## src/rtl/base_rr_sched.sv

```systemverilog
// Round-robin scheduler that shares one downstream port among `ways` requesters.
// Holds each grant across a multi-beat burst and rotates priority on the last beat.
module base_rr_sched #(
    parameter int ways      = 4,
    parameter int enc_width = 2
) (
    input  logic                 clk,
    input  logic                 reset,
    input  logic [0:ways-1]      i_req,
    input  logic [0:ways-1]      i_last,
    input  logic                 i_r,
    output logic                 o_v,
    output logic [0:ways-1]      o_gnt,
    output logic [0:enc_width-1] o_gnt_enc,
    output logic [0:ways-1]      o_ack
);

    typedef enum logic {
        IDLE,
        GRANT
    } state_t;

    state_t               state;
    logic [enc_width-1:0] ptr;

    logic [enc_width-1:0] arb_ptr;
    logic [0:ways-1]      arb_req;
    logic                 win_found;
    logic [enc_width-1:0] win_idx;
    logic [0:ways-1]      win_oh;

    logic                 beat;
    logic                 release_beat;

    assign beat         = o_v & i_r;
    assign release_beat = beat & (|(i_last & o_gnt));
    assign o_ack        = o_gnt & {ways{beat}};

    // At release the holder's index becomes the new pointer in the same cycle,
    // and the holder is masked so it can only win again through IDLE.
    always_comb begin
        if (state == GRANT) begin
            arb_ptr = o_gnt_enc;
            arb_req = i_req & ~o_gnt;
        end else begin
            arb_ptr = ptr;
            arb_req = i_req;
        end
    end

    // First requester above the pointer wins; otherwise wrap to the lowest one.
    always_comb begin
        win_found = 1'b0;
        win_idx   = '0;
        win_oh    = '0;
        for (int j = 0; j < ways; j++) begin
            if (!win_found && arb_req[j] && (j > int'(arb_ptr))) begin
                win_found = 1'b1;
                win_idx   = enc_width'(j);
                win_oh[j] = 1'b1;
            end
        end
        for (int j = 0; j < ways; j++) begin
            if (!win_found && arb_req[j] && (j <= int'(arb_ptr))) begin
                win_found = 1'b1;
                win_idx   = enc_width'(j);
                win_oh[j] = 1'b1;
            end
        end
    end

    always_ff @(posedge clk or posedge reset) begin
        if (reset) begin
            state     <= IDLE;
            o_v       <= 1'b0;
            o_gnt     <= '0;
            o_gnt_enc <= '0;
            ptr       <= enc_width'(ways - 1);
        end else begin
            case (state)
                IDLE: begin
                    if (win_found) begin
                        o_v       <= 1'b1;
                        o_gnt     <= win_oh;
                        o_gnt_enc <= win_idx;
                        state     <= GRANT;
                    end
                end
                GRANT: begin
                    if (release_beat) begin
                        ptr <= o_gnt_enc;
                        if (win_found) begin
                            o_gnt     <= win_oh;
                            o_gnt_enc <= win_idx;
                        end else begin
                            o_v       <= 1'b0;
                            o_gnt     <= '0;
                            o_gnt_enc <= '0;
                            state     <= IDLE;
                        end
                    end
                end
                default: state <= IDLE;
            endcase
        end
    end

endmodule

```

## config.mk

```make
export PLATFORM = sky130hd
export DESIGN_NAME = base_rr_sched
export DESIGN_NICKNAME = d
export VERILOG_FILES = /design/src/rtl/base_rr_sched.sv
export SDC_FILE = /design/constraint.sdc
export NUM_CORES = 1
export LEC_CHECK = 0
export BUFFER_PORTS_ARGS = -buffer_cell sky130_fd_sc_hd__buf_2
export CORE_MARGIN = 2
export CORE_UTILIZATION = 53
export CTS_BUF_LIST = sky130_fd_sc_hd__clkbuf_8
export CTS_CLUSTER_SIZE = 28
export DETAILED_ROUTE_END_ITERATION = 6
export PLACE_DENSITY_LB_ADDON = 0.3
export SKIP_LAST_GASP = 1
export SYNTH_ARGS = -nofsm -noshare
export SYNTH_HDL_FRONTEND = slang
export SYNTH_SLANG_ARGS = --single-unit
```

## constraint.sdc

```tcl
create_clock -name clk -period 1.89 [get_ports clk]
set_input_delay 0.0945 -clock clk [delete_from_list [all_inputs] [get_ports clk]]
set_output_delay 0.0945 -clock clk [all_outputs]
set_load 0.01 [all_outputs]
```

Word level (Yosys, flattened, before mapping) --
Cells that the tools add are included.
Word-level totals: register bits after elaboration 10, bits of input ports 11, output and inout port bits 11
Operators by class: $lt $le $gt $ge 6, equality and inequality tests 3, multiplexer cells 37, bitwise operators 7, reductions and logical operators 22
Operators by type and width (count):
- two-way mux 2 bit | 10
- two-way mux 1 bit | 19
- two-way mux 4 bit | 4
- bitwise AND 4 bit | 3
- logical AND 1 bit | 12
- case mux 4 bit (2 select lines) | 1
- zero test 1 bit | 6
- > comparator 2 bit (first input constant) | 2
- <= comparator 2 bit (first input constant) | 2
- != test 2 bit (second input constant) | 2
- inverter 4 bit | 1
- case mux 1 bit (2 select lines) | 2
- case mux 2 bit (2 select lines) | 1
- AND reduction 2 bit | 2
- OR reduction 4 bit | 1
- AND reduction 3 bit | 1
- bitwise AND 1 bit | 2
- > comparator 1 x 2 -> 1 bit (first input constant) | 1
- <= comparator 1 x 2 -> 1 bit (first input constant) | 1
- != test 2 x 1 -> 1 bit (second input constant) | 1
- inverter 1 bit | 1

Depth between registers and ports, before layout --
depth after elaboration 31, gate-level depth with buffers 6

Worst setup path after synthesis --
OpenSTA, ideal clock, no wires.
path kind register to register, start reg o_gnt[1] in the netlist's numbering, end reg o_v, arrival time 1.426 ns, required time 1.758 ns, setup slack 0.332 ns, stages on the path, launching flop included 6, buffers on the path 0, period minus slack after synthesis 1.558 ns, path through dfrtp_1 and2b_1 or3_4 nand2b_4 o41ai_2 o21ai_1
Between the ends: longest elaborated chain between the ends 30
RTL lines:
- from (decl) | line 13 | output logic [0:ways-1] o_gnt,
- from (signal assigned) | line 84 | o_gnt <= win_oh;
- from (signal assigned) | line 93 | o_gnt <= win_oh;
- inverter 4 bit | line 44 | arb_req = i_req & ~o_gnt;
- bitwise AND 4 bit | line 44
- two-way mux 4 bit | line 42 | if (state == GRANT) begin
- logical AND 1 bit | line 57 | if (!win_found && arb_req[j] && (j > int'(arb_ptr))) begin
- two-way mux 1 bit | line 57
- zero test 1 bit | line 57
- logical AND 1 bit (2 in a row) | line 57
- two-way mux 1 bit | line 57
- (+11 left out)
- zero test 1 bit | line 64 | if (!win_found && arb_req[j] && (j <= int'(arb_ptr))) begin
- logical AND 1 bit (2 in a row) | line 64
- two-way mux 1 bit | line 64
- zero test 1 bit | line 64
- logical AND 1 bit (2 in a row) | line 64
- two-way mux 1 bit | line 64
- != test 2 bit (no source line)
- AND reduction 3 bit (no source line) *
- to (signal assigned) | line 75 | o_v <= 1'b0;
- to (signal assigned) | line 83 | o_v <= 1'b1;
- to (signal assigned) | line 96 | o_v <= 1'b0;
- to (decl) | line 12 | output logic o_v,
Mark *: on every way between the ends. The rest lies on a longest branch, timed or not. A chain may end at the register's enable or synchronous reset.

Worst setup path after layout --
start reg state, end reg o_gnt_enc[1] in the netlist's numbering
Between the ends: longest elaborated chain between the ends 30
RTL lines:
- from (decl) | line 23 | state_t state;
- from (signal assigned) | line 74 | state <= IDLE;
- from (signal assigned) | line 86 | state <= GRANT;
- from (signal assigned) | line 99 | state <= IDLE;
- two-way mux 2 bit | line 42
- > comparator 1 x 2 -> 1 bit | line 57
- logical AND 1 bit | line 57
- two-way mux 1 bit | line 57
- zero test 1 bit | line 57
- logical AND 1 bit (2 in a row) | line 57
- two-way mux 1 bit | line 57
- zero test 1 bit | line 57
- (+11 left out)
- logical AND 1 bit (2 in a row) | line 64
- two-way mux 1 bit | line 64
- zero test 1 bit | line 64
- logical AND 1 bit (2 in a row) | line 64
- two-way mux 2 bit or two-way mux 1 bit (tied branches) | line 64
- two-way mux 2 bit | line 92 | if (win_found) begin
- two-way mux 2 bit | line 90 | if (release_beat) begin
- case mux 2 bit (2 select lines) | line 80 | case (state)
- to (signal assigned) | line 85 | o_gnt_enc <= win_idx;
- to (signal assigned) | line 94 | o_gnt_enc <= win_idx;
- to (decl) | line 14 | output logic [0:enc_width-1] o_gnt_enc,
Several ways; a longest one is shown, not always the timed one. The select of a mux whose other input is x is not followed.

==> impl_metrics.csv <==
group,metric,value,unit
place,gp_congestion,0.900,
cts,cts_root_buf,"clkbuf_8",
cts,clock_latency,0.24,ns
synth,ys_types,44,
job,maxCapViolCount,0,
sta,tightest_slew,0.403,ns
cts,clk_pin_slew,0.05,ns
synth,synth.most_common_cell,"dfrtp_1",
cells_and_area,antennaDiodeCount,0,
sta,fin_crit_sh,93.1,%
place,place_inst,116,
place,place_ws,0.0405,ns
synth,ys_async_sr_fraction,100,%
global_route,grt_pass1_wl,3270,µm
sta,max_freq,0.568,GHz
critical_path,endpoint_kind,"flip-flop",
floorplanning,fp.dieH,43.0,µm
synth,synth_seq_cells,10,
synth,synth_top_cell_area_share,24.8,%
critical_path,cp_max_fo,16,
synth,syn-cell-area,806,µm²
pwr,leakage,0.457,nW
floorplanning,start_util,54.8,%
synth,synth-edff-count,0,
cells_and_area,final_cell_count_no_fill,121,
cts,cts_buffer_depth,2,
cts,cts_tree,"done",
pwr,peakVddDrop,790,µV
sta,skew,0.00981,ns
drt,ant_nets,0,
sta,rsz0062_at_grt,"no",
global_route,grt-ovfl-total,0,
floorplanning,pin_count,22,
synth,synth_area_leaders,"dfrtp_1 25%, dfstp_2 6.5%, mux2i_1 5.0%",
status,status,"complete, no violations",
worst_hold_path,min_path_type,"primary input to flip-flop",
global_route,track_usage,24.0,%
synth,avgSynthCellArea,10.3,µm²
sta,relSlewSlack,72.9,%
drt,wl,1970,µm
drt,via_count,726,
global_route,grt_max_degree,17,
floorplanning,die_x,43.0,µm
drt,wl_per_cell,16.3,µm
place,port_buffers,21,
floorplanning,num_rows,14,
cells_and_area,drive_gt1_share,47.6,%
cts,cts_setup_buffers,0,
pwr,p_per_area,1490,nW/µm²
critical_path,cp_data_required_time,1.98,ns
sta,finalCriticalPeriod,1.76,ns
sta,worst_slack,0.130,ns
global_route,grt_pass1_vias,724,
cells_and_area,area_growth,23.0,%
cts,cts_buffers,3,
synth,synth_warnings,0,
synth,syn-num-nets,89,
drt,drtIter0Drc,15,
floorplanning,core,1470,µm²
drt,viasPerCell,6.00,
synth,syn-instance-count,78,
synth,ys_seq_area_share,31.4,%
sta,hold_viol_final,0,
cts,htreeDepth,1,
critical_path,crit_path_start_kind,"flip-flop",
sta,fin_setup_tns,0,ns
floorplanning,die_area,1850,µm²
drt,dr.pass1.iters,4,
cells_and_area,nets,117,
place,hpwl,1590,µm
global_route,antenna_found_initial,0,
cts,clkSinkCount,10,
critical_path,arrival,1.85,ns
sta,drv_slew,0,
synth,synth_flop_cell,"dfrtp_1",
synth,yosys.area.top_type,"dfrtp_1",
sta,setup_viol,0,
critical_path,crit_type,"flip-flop to flip-flop",
drt,drcViolationCount,0,
synth,synthTopCellsByCount,"8 x dfrtp_1, 5 x inv_1, 5 x nand2_1",
cell usage in the layout, fill, tap and decap left out, types with 3 or more instances in the layout:
cell and count:
dfrtp_1 7, inv_1 6, buf_2 21, o21ai_1 3, mux2i_1 4, and3_1 4, clkbuf_8 3, nor2_1 4
a21oi_1 3, nand2_1 5
what timing repair did:
item                                    in CTS  in global routing
gates resized for setup                      0                  1
hold buffers                                 1                  0
endpoints found under the hold margin        8                  0
endpoints found under the setup margin       0                  8
worst max-delay path, stage by stage (launching register included):
cell and delay [ns]:
dfrtp_2 0.50, nand3b_1 0.28, and3_1 0.30, nor3_2 0.08, o31ai_2 0.29, a41oi_2 0.16
metrics by stage:
step                      area [µm²]  power [mW]  hold slack, ns  util (%)
after floorplan                  806       0.999         -0.0668         -
after global placement           935        1.22          0.0876      63.5
after detailed placement         935        1.24          0.0988      63.5
after CTS                        990        1.48           0.305      67.3
after global routing             991        1.57           0.340      67.3
final                            991        1.47           0.308      67.3
logic make-up after synthesis:
family,synth area share (%)
AND/OR/NAND/NOR,32.5
AO/OA/AOI/OAI,26.1
buffers and inverters,3.73
flip-flops,31.4
multiplexers,6.37
metal layers:
metal	wire length (µm)	track usage, %	share of wire (%)	up-vias
li1	-	-	-	349
met1	885	31.1	45	355
met2	975	39.7	49	18
met3	75	2.55	3.8	4
met4	34	11.5	1.7	0
met5	0	0	0	-
path summary, 6_finish.rpt:
kind,from,to,slack (ns),cells past startpoint
worst max-delay path,state,o_gnt_enc[1],0.13,5
worst min-delay path,i_req[2],state,0.31,5
worst max register to register,state,o_gnt_enc[1],0.13,5
worst min register to register,ptr[1],ptr[1],0.52,2
max in group asynchronous,reset,ptr[1],1.18,3
min in group asynchronous,reset,o_gnt[0],0.38,3
power breakdown:
group	switching (mW)	total [mW]	internal [mW]
sequential	0.141	0.462	0.321
clock	0.0836	0.226	0.142
combinational	0.422	0.787	0.365
total	0.647	1.47	0.828
registers in the layout, indices dropped and copies added (netlist names):
signal / flops
o_gnt: 4
o_gnt_enc: 2
ptr: 2
o_v: 1
state: 1
cell type report:
| type | instances | area, µm² |
|---|---|---|
| tap | 16 | 20.0 |
| multi-input combinational | 62 | 523 |
| clock inverter | 1 | 3.75 |
| fill | 132 | 480 |
| clock buffer | 3 | 41.3 |
| sequential | 10 | 254 |
| inverter | 5 | 18.8 |
| timing repair buffer | 24 | 130 |
No activity file was read; power rests on OpenSTA's default activity.
